==> src/rtl/pipe_pkg.sv <==
// Shared types and constants for the front-end pipeline registers.
package pipe_pkg;

    localparam int unsigned XLEN      = 32;
    localparam int unsigned REG_IDX_W = 5;
    localparam logic [XLEN-1:0] NOP_INSTR = 32'h0000_0013;

    typedef struct packed {
        logic                 valid;
        logic                 memRead;
        logic                 regWrite;
        logic [REG_IDX_W-1:0] rd;
        logic [REG_IDX_W-1:0] rs1;
        logic [REG_IDX_W-1:0] rs2;
    } id_ex_t;

    typedef struct packed {
        logic [XLEN-1:0] instr;
        logic [XLEN-1:0] pc;
        logic            valid;
    } if_id_t;

    localparam id_ex_t ID_EX_BUBBLE = '0;
    localparam if_id_t IF_ID_EMPTY  = '{instr: NOP_INSTR, pc: '0, valid: 1'b0};

endpackage

==> src/rtl/pipe_reg.sv <==
// Generic pipeline register: clear-to-value has priority over load; otherwise holds.
module pipe_reg #(
    parameter int unsigned     WIDTH   = 32,
    parameter logic [WIDTH-1:0] CLR_VAL = '0
) (
    input  logic             clk,
    input  logic             rst,
    input  logic             load,
    input  logic             clear,
    input  logic [WIDTH-1:0] d,
    output logic [WIDTH-1:0] q
);

    logic [WIDTH-1:0] data_d;
    logic [WIDTH-1:0] data_q;

    always_comb begin
        data_d = data_q;
        if (clear) begin
            data_d = CLR_VAL;
        end else if (load) begin
            data_d = d;
        end
    end

    always_ff @(posedge clk) begin
        if (rst) begin
            data_q <= CLR_VAL;
        end else begin
            data_q <= data_d;
        end
    end

    assign q = data_q;

endmodule

==> src/rtl/pipeline_front_regs.sv <==
// PC, IF/ID, ID/EX, EX/MEM and MEM/WB registers with stall/flush handling and event counters.
module pipeline_front_regs
    import pipe_pkg::*;
#(
    parameter logic [31:0] RESET_PC = 32'h0000_0000,
    parameter int unsigned CNT_W    = 16
) (
    input  logic             clk,
    input  logic             rst,
    input  logic             stall,
    input  logic             flush,
    input  logic [31:0]      branch_target,
    input  logic [31:0]      if_instr,
    input  logic             id_memRead,
    input  logic             id_regWrite,
    output logic [31:0]      pc,
    output logic [31:0]      if_id_instr,
    output logic [31:0]      if_id_pc,
    output logic             if_id_valid,
    output logic [4:0]       if_id_rs1_idx,
    output logic [4:0]       if_id_rs2_idx,
    output logic             id_ex_memRead,
    output logic             id_ex_regWrite,
    output logic             id_ex_valid,
    output logic [4:0]       id_ex_rd_idx,
    output logic [4:0]       id_ex_rs1_idx,
    output logic [4:0]       id_ex_rs2_idx,
    output logic             ex_mem_regWrite,
    output logic             mem_wb_regWrite,
    output logic [4:0]       ex_mem_rd_idx,
    output logic [4:0]       mem_wb_rd_idx,
    output logic [CNT_W-1:0] stall_cnt,
    output logic [CNT_W-1:0] flush_cnt
);

    logic [XLEN-1:0]      pc_d, pc_q;
    if_id_t               if_id_d, if_id_q;
    id_ex_t               id_ex_d, id_ex_q;
    logic                 ex_mem_regwrite_d, ex_mem_regwrite_q;
    logic [REG_IDX_W-1:0] ex_mem_rd_d, ex_mem_rd_q;
    logic                 mem_wb_regwrite_d, mem_wb_regwrite_q;
    logic [REG_IDX_W-1:0] mem_wb_rd_d, mem_wb_rd_q;
    logic [CNT_W-1:0]     stall_cnt_d, stall_cnt_q;
    logic [CNT_W-1:0]     flush_cnt_d, flush_cnt_q;

    always_comb begin
        pc_d = pc_q + 32'd4;
        if (flush) begin
            pc_d = branch_target;
        end else if (stall) begin
            pc_d = pc_q;
        end
    end

    always_comb begin
        if_id_d       = '0;
        if_id_d.instr = if_instr;
        if_id_d.pc    = pc_q;
        if_id_d.valid = 1'b1;
    end

    // Controls loaded from an invalid slot or targeting x0 must never cause a write.
    always_comb begin
        id_ex_d          = '0;
        id_ex_d.valid    = if_id_q.valid;
        id_ex_d.rd       = if_id_q.instr[11:7];
        id_ex_d.rs1      = if_id_q.instr[19:15];
        id_ex_d.rs2      = if_id_q.instr[24:20];
        id_ex_d.memRead  = id_memRead & if_id_q.valid;
        id_ex_d.regWrite = id_regWrite & if_id_q.valid & (if_id_q.instr[11:7] != '0);
    end

    always_comb begin
        ex_mem_regwrite_d = id_ex_q.regWrite;
        ex_mem_rd_d       = id_ex_q.rd;
        mem_wb_regwrite_d = ex_mem_regwrite_q;
        mem_wb_rd_d       = ex_mem_rd_q;
    end

    always_comb begin
        stall_cnt_d = stall_cnt_q;
        flush_cnt_d = flush_cnt_q;
        if (stall && (stall_cnt_q != '1)) begin
            stall_cnt_d = stall_cnt_q + CNT_W'(1);
        end
        if (flush && (flush_cnt_q != '1)) begin
            flush_cnt_d = flush_cnt_q + CNT_W'(1);
        end
    end

    always_ff @(posedge clk) begin
        if (rst) begin
            pc_q              <= RESET_PC;
            ex_mem_regwrite_q <= 1'b0;
            ex_mem_rd_q       <= '0;
            mem_wb_regwrite_q <= 1'b0;
            mem_wb_rd_q       <= '0;
            stall_cnt_q       <= '0;
            flush_cnt_q       <= '0;
        end else begin
            pc_q              <= pc_d;
            ex_mem_regwrite_q <= ex_mem_regwrite_d;
            ex_mem_rd_q       <= ex_mem_rd_d;
            mem_wb_regwrite_q <= mem_wb_regwrite_d;
            mem_wb_rd_q       <= mem_wb_rd_d;
            stall_cnt_q       <= stall_cnt_d;
            flush_cnt_q       <= flush_cnt_d;
        end
    end

    pipe_reg #(
        .WIDTH   ($bits(if_id_t)),
        .CLR_VAL (IF_ID_EMPTY)
    ) u_if_id (
        .clk   (clk),
        .rst   (rst),
        .load  (~stall),
        .clear (flush),
        .d     (if_id_d),
        .q     (if_id_q)
    );

    // Stall and flush both turn the ID/EX slot into a bubble.
    pipe_reg #(
        .WIDTH   ($bits(id_ex_t)),
        .CLR_VAL (ID_EX_BUBBLE)
    ) u_id_ex (
        .clk   (clk),
        .rst   (rst),
        .load  (1'b1),
        .clear (stall | flush),
        .d     (id_ex_d),
        .q     (id_ex_q)
    );

    assign pc              = pc_q;
    assign if_id_instr     = if_id_q.instr;
    assign if_id_pc        = if_id_q.pc;
    assign if_id_valid     = if_id_q.valid;
    assign if_id_rs1_idx   = if_id_q.instr[19:15];
    assign if_id_rs2_idx   = if_id_q.instr[24:20];
    assign id_ex_memRead   = id_ex_q.memRead;
    assign id_ex_regWrite  = id_ex_q.regWrite;
    assign id_ex_valid     = id_ex_q.valid;
    assign id_ex_rd_idx    = id_ex_q.rd;
    assign id_ex_rs1_idx   = id_ex_q.rs1;
    assign id_ex_rs2_idx   = id_ex_q.rs2;
    assign ex_mem_regWrite = ex_mem_regwrite_q;
    assign ex_mem_rd_idx   = ex_mem_rd_q;
    assign mem_wb_regWrite = mem_wb_regwrite_q;
    assign mem_wb_rd_idx   = mem_wb_rd_q;
    assign stall_cnt       = stall_cnt_q;
    assign flush_cnt       = flush_cnt_q;

endmodule

==> config.mk <==
export PLATFORM = sky130hd
export DESIGN_NAME = pipeline_front_regs
export DESIGN_NICKNAME = d
export VERILOG_FILES = /design/src/rtl/pipe_pkg.sv /design/src/rtl/pipe_reg.sv /design/src/rtl/pipeline_front_regs.sv
export SDC_FILE = /design/constraint.sdc
export NUM_CORES = 1
export LEC_CHECK = 0
export CELL_PAD_IN_SITES_DETAIL_PLACEMENT = 2
export CELL_PAD_IN_SITES_GLOBAL_PLACEMENT = 2
export CORE_ASPECT_RATIO = 1.2
export CORE_UTILIZATION = 24
export CTS_CLUSTER_SIZE = 28
export DETAILED_ROUTE_END_ITERATION = 12
export PLACE_DENSITY = 0.87
export SLEW_MARGIN = 15
export SYNTH_ARGS = -nofsm -noshare
export SYNTH_HDL_FRONTEND = slang
export SYNTH_SLANG_ARGS = --single-unit
==> constraint.sdc <==
create_clock -name clk -period 1.6 [get_ports clk]
set_input_delay 0.4 -clock clk [delete_from_list [all_inputs] [get_ports clk]]
set_output_delay 0.4 -clock clk [all_outputs]
set_load 0.01 [all_outputs]
==> flow_metrics.tcl <==
set metrics [dict create \
    syn_avg_cell_area_um2 9.511 \
    max_freq_mhz 563.8 \
    synth_area_leaders "dfxtp_1, mux2i_1, nor2_1, xnor2_1, xor2_1" \
    placedCellCount 1324 \
    grt_pass1_wl_um 41970 \
    synthesis.area_mm2 0.006658 \
    rsz0062_at_grt "yes" \
    clock-sinks 159 \
    grt_max_degree 50 \
    first_pass_iters 4 \
    totalWireLength_um 28340 \
    finalClockSkew_ps 15.13 \
    fin_crit_sh_pct 110.9 \
    final_cell_mix "dlygate4sd2_1, nor2_1, dfxtp_1" \
    grt_pass1_vias 7379 \
    ys_seq_area_share_pct 47.81 \
    final_util_pct 40.82 \
    clk_latency_ps 440 \
    max_slew_margin_pct 66.54 \
    synth_simple_gate_area_share_pct 22.04 \
    die-height_um 184.5 \
    crit_fanout 4 \
    end_kind "flop" \
    overflow 0 \
    cts_max_path_buffers 2 \
    finalNetCount 1097 \
    hold_path.class "primary input to flop" \
    cts_tree "done" \
    syn_to_final_growth_pct 66.58 \
    final_common_cell "dlygate4sd2_1" \
    crit_path_start_kind "flop" \
    path_class "flop to flop" \
    ys.flop_type "dfxtp_1" \
    numCtsBuffers 17 \
    finalWorstSetupSlack_ps -173.8 \
    start_util_pct 24.50 \
    cts_max_level 4 \
    synthMuxAreaShare_pct 11.13 \
    dieWidth_um 154.0 \
    io_pins 239 \
    cts_root_buf "clkbuf_16" \
    dp_hpwl_um 19920 \
    postRouteAntennaNets 0 \
    cts.reportedPaths.clkPinSlew_ps 70 \
    drc 0 \
    cellPowerDensity_mw_per_mm2 875.7 \
    vdd_drop_max_v 0.0005890 \
    place.port_buffers 238 \
    synth.top_cell.area_share_pct 47.81 \
    die_area_mm2 0.02841 \
    synthArstFlopShare_pct 0 \
    vias_per_cell 4.706 \
    synth-edff-count 0 \
    hold_viol 0 \
    yosys_warnings 0 \
    synth.largest_area_cell "dfxtp_1" \
    synth-compound-area-share_pct 5.807 \
    synth-xor-area-share_pct 6.578 \
    placed_area_mm2 0.009992 \
    synth_top_family_by_area "simple AND/OR/NAND/NOR gates" \
    stdcell_count 1379 \
    core_mm2 0.02717 \
    synth_seq_cells 159 \
    synth_nets 773 \
    worstPathArrival_ps 2110 \
    syn_inst 700 \
    drive_above_1_share_pct 28.74 \
    yosysUniqueCellTypes 51 \
    min_period_ps 1774 \
    yosys.area_share.adder_pct 0.5638 \
    grt_usage_pct 19.57 \
    leakagePower_nw 5.081 \
    rows 66 \
    tightest_slew_ps 501.9 \
    status "finished with violations" \
    wire_per_inst_um 20.55 \
    fillers 2909 \
    drt-initial-drc-count 148 \
    whs_ps 355.2 \
    setup_violations 11 \
    violations "negative setup slack" \
    vias 6489 \
    drv_cap 0 \
    antenna_found_initial 3 \
    required_ps 1940 \
    maxSlewViolCount 0 \
    gp_congestion 0.7885 \
    design_area_mm2 0.01109 \
]
through the flow:
stage	setup TNS, ps	total power (W)	setup WS, ps
global placement	-44260	0.005331	-513.6
global route	-1939	0.01009	-211.7
detailed placement	-52260	0.005387	-685.3
finish	-739.9	0.009712	-173.8
floorplan	-42.78	0.004703	-42.78
CTS	-549.9	0.009794	-110.0
kinds of logic after synthesis:
kind of cell               after synthesis
AOI/OAI and AO/OA                       59
xor gates and xnor gates                50
adders and majority gates                3
buffers and inverters                   67
DFF                                    159
muxes                                   74
and+or+nand+nor                        288
metal layers:
layer	routed length (µm)	vias to the layer above	global-route usage, %	part of all wire [%]
met2	15670	181	37.47	55
met3	1489	34	5.831	5.3
met1	10650	3242	19.72	38
li1	-	3030	-	-
met4	518	2	7.600	1.8
met5	17	-	0	0.060
worst max-delay path, stage by stage, from the launching register on:
cell and delay, ps:
dfxtp_4 370, ha_4 150, and4b_2 300, nand3_4 160, nor4_4 300, xnor2_2 120, a211oi_2 270
report_power, final:
part / switching, W / internal (W) / total [W]
Combinational: 0.000566 / 0.000597 / 0.00116
Clock: 0.00178 / 0.00260 / 0.00438
Sequential: 0.000100 / 0.00407 / 0.00417
Total: 0.00245 / 0.00726 / 0.00971
flip-flops by register name (all words and copies together), names as in the netlist:
signal / flops
ex_mem_regWrite: 1
flush_cnt: 16
ex_mem_rd_idx: 5
pc: 32
mem_wb_rd_idx: 5
u_if_id.q: 65
stall_cnt: 16
u_id_ex.q: 18
mem_wb_regWrite: 1
final timing paths:
path | end | depth (start not counted) | slack, ps | startpoint
worst max register to register | pc[26] | 6 | -170 | pc[2]
worst min-delay path | u_id_ex.q[17] | 3 | 360 | rst
worst min register to register | ex_mem_rd_idx[1] | 1 | 460 | u_id_ex.q[11]
worst max-delay path | pc[26] | 6 | -170 | pc[2]
what timing repair did:
action                     in CTS  in global routing
hold buffers                    0                  0
gates resized for setup       291                 99
pin swaps                      18                 41
gates cloned                    0                  1
setup buffers                   8                 13
setup endpoints to repair     247                 81
synthesized netlist by cell type, drive strengths merged, types with 17 or more instances:
master  count
a21oi      23
and2       17
buf        40
clkbuf     24
dfxtp     159
mux2i      74
nand2      32
nand3      21
nand4      20
nor2      123
xnor2      27
xor2       23
area by class of cell:
class	instances	area [µm²]	share of cell area (%)
Clock inverter	11	153.9	1.388
Multi-Input combinational cell	474	3433	30.96
Timing Repair Buffer	369	3332	30.04
Clock buffer	21	470.5	4.242
Antenna cell	2	5.005	0.04513
Inverter	3	11.26	0.1015
Tap cell	340	425.4	3.836
Sequential cell	159	3259	29.39
Note: power is estimated with default switching activity, not from simulation.
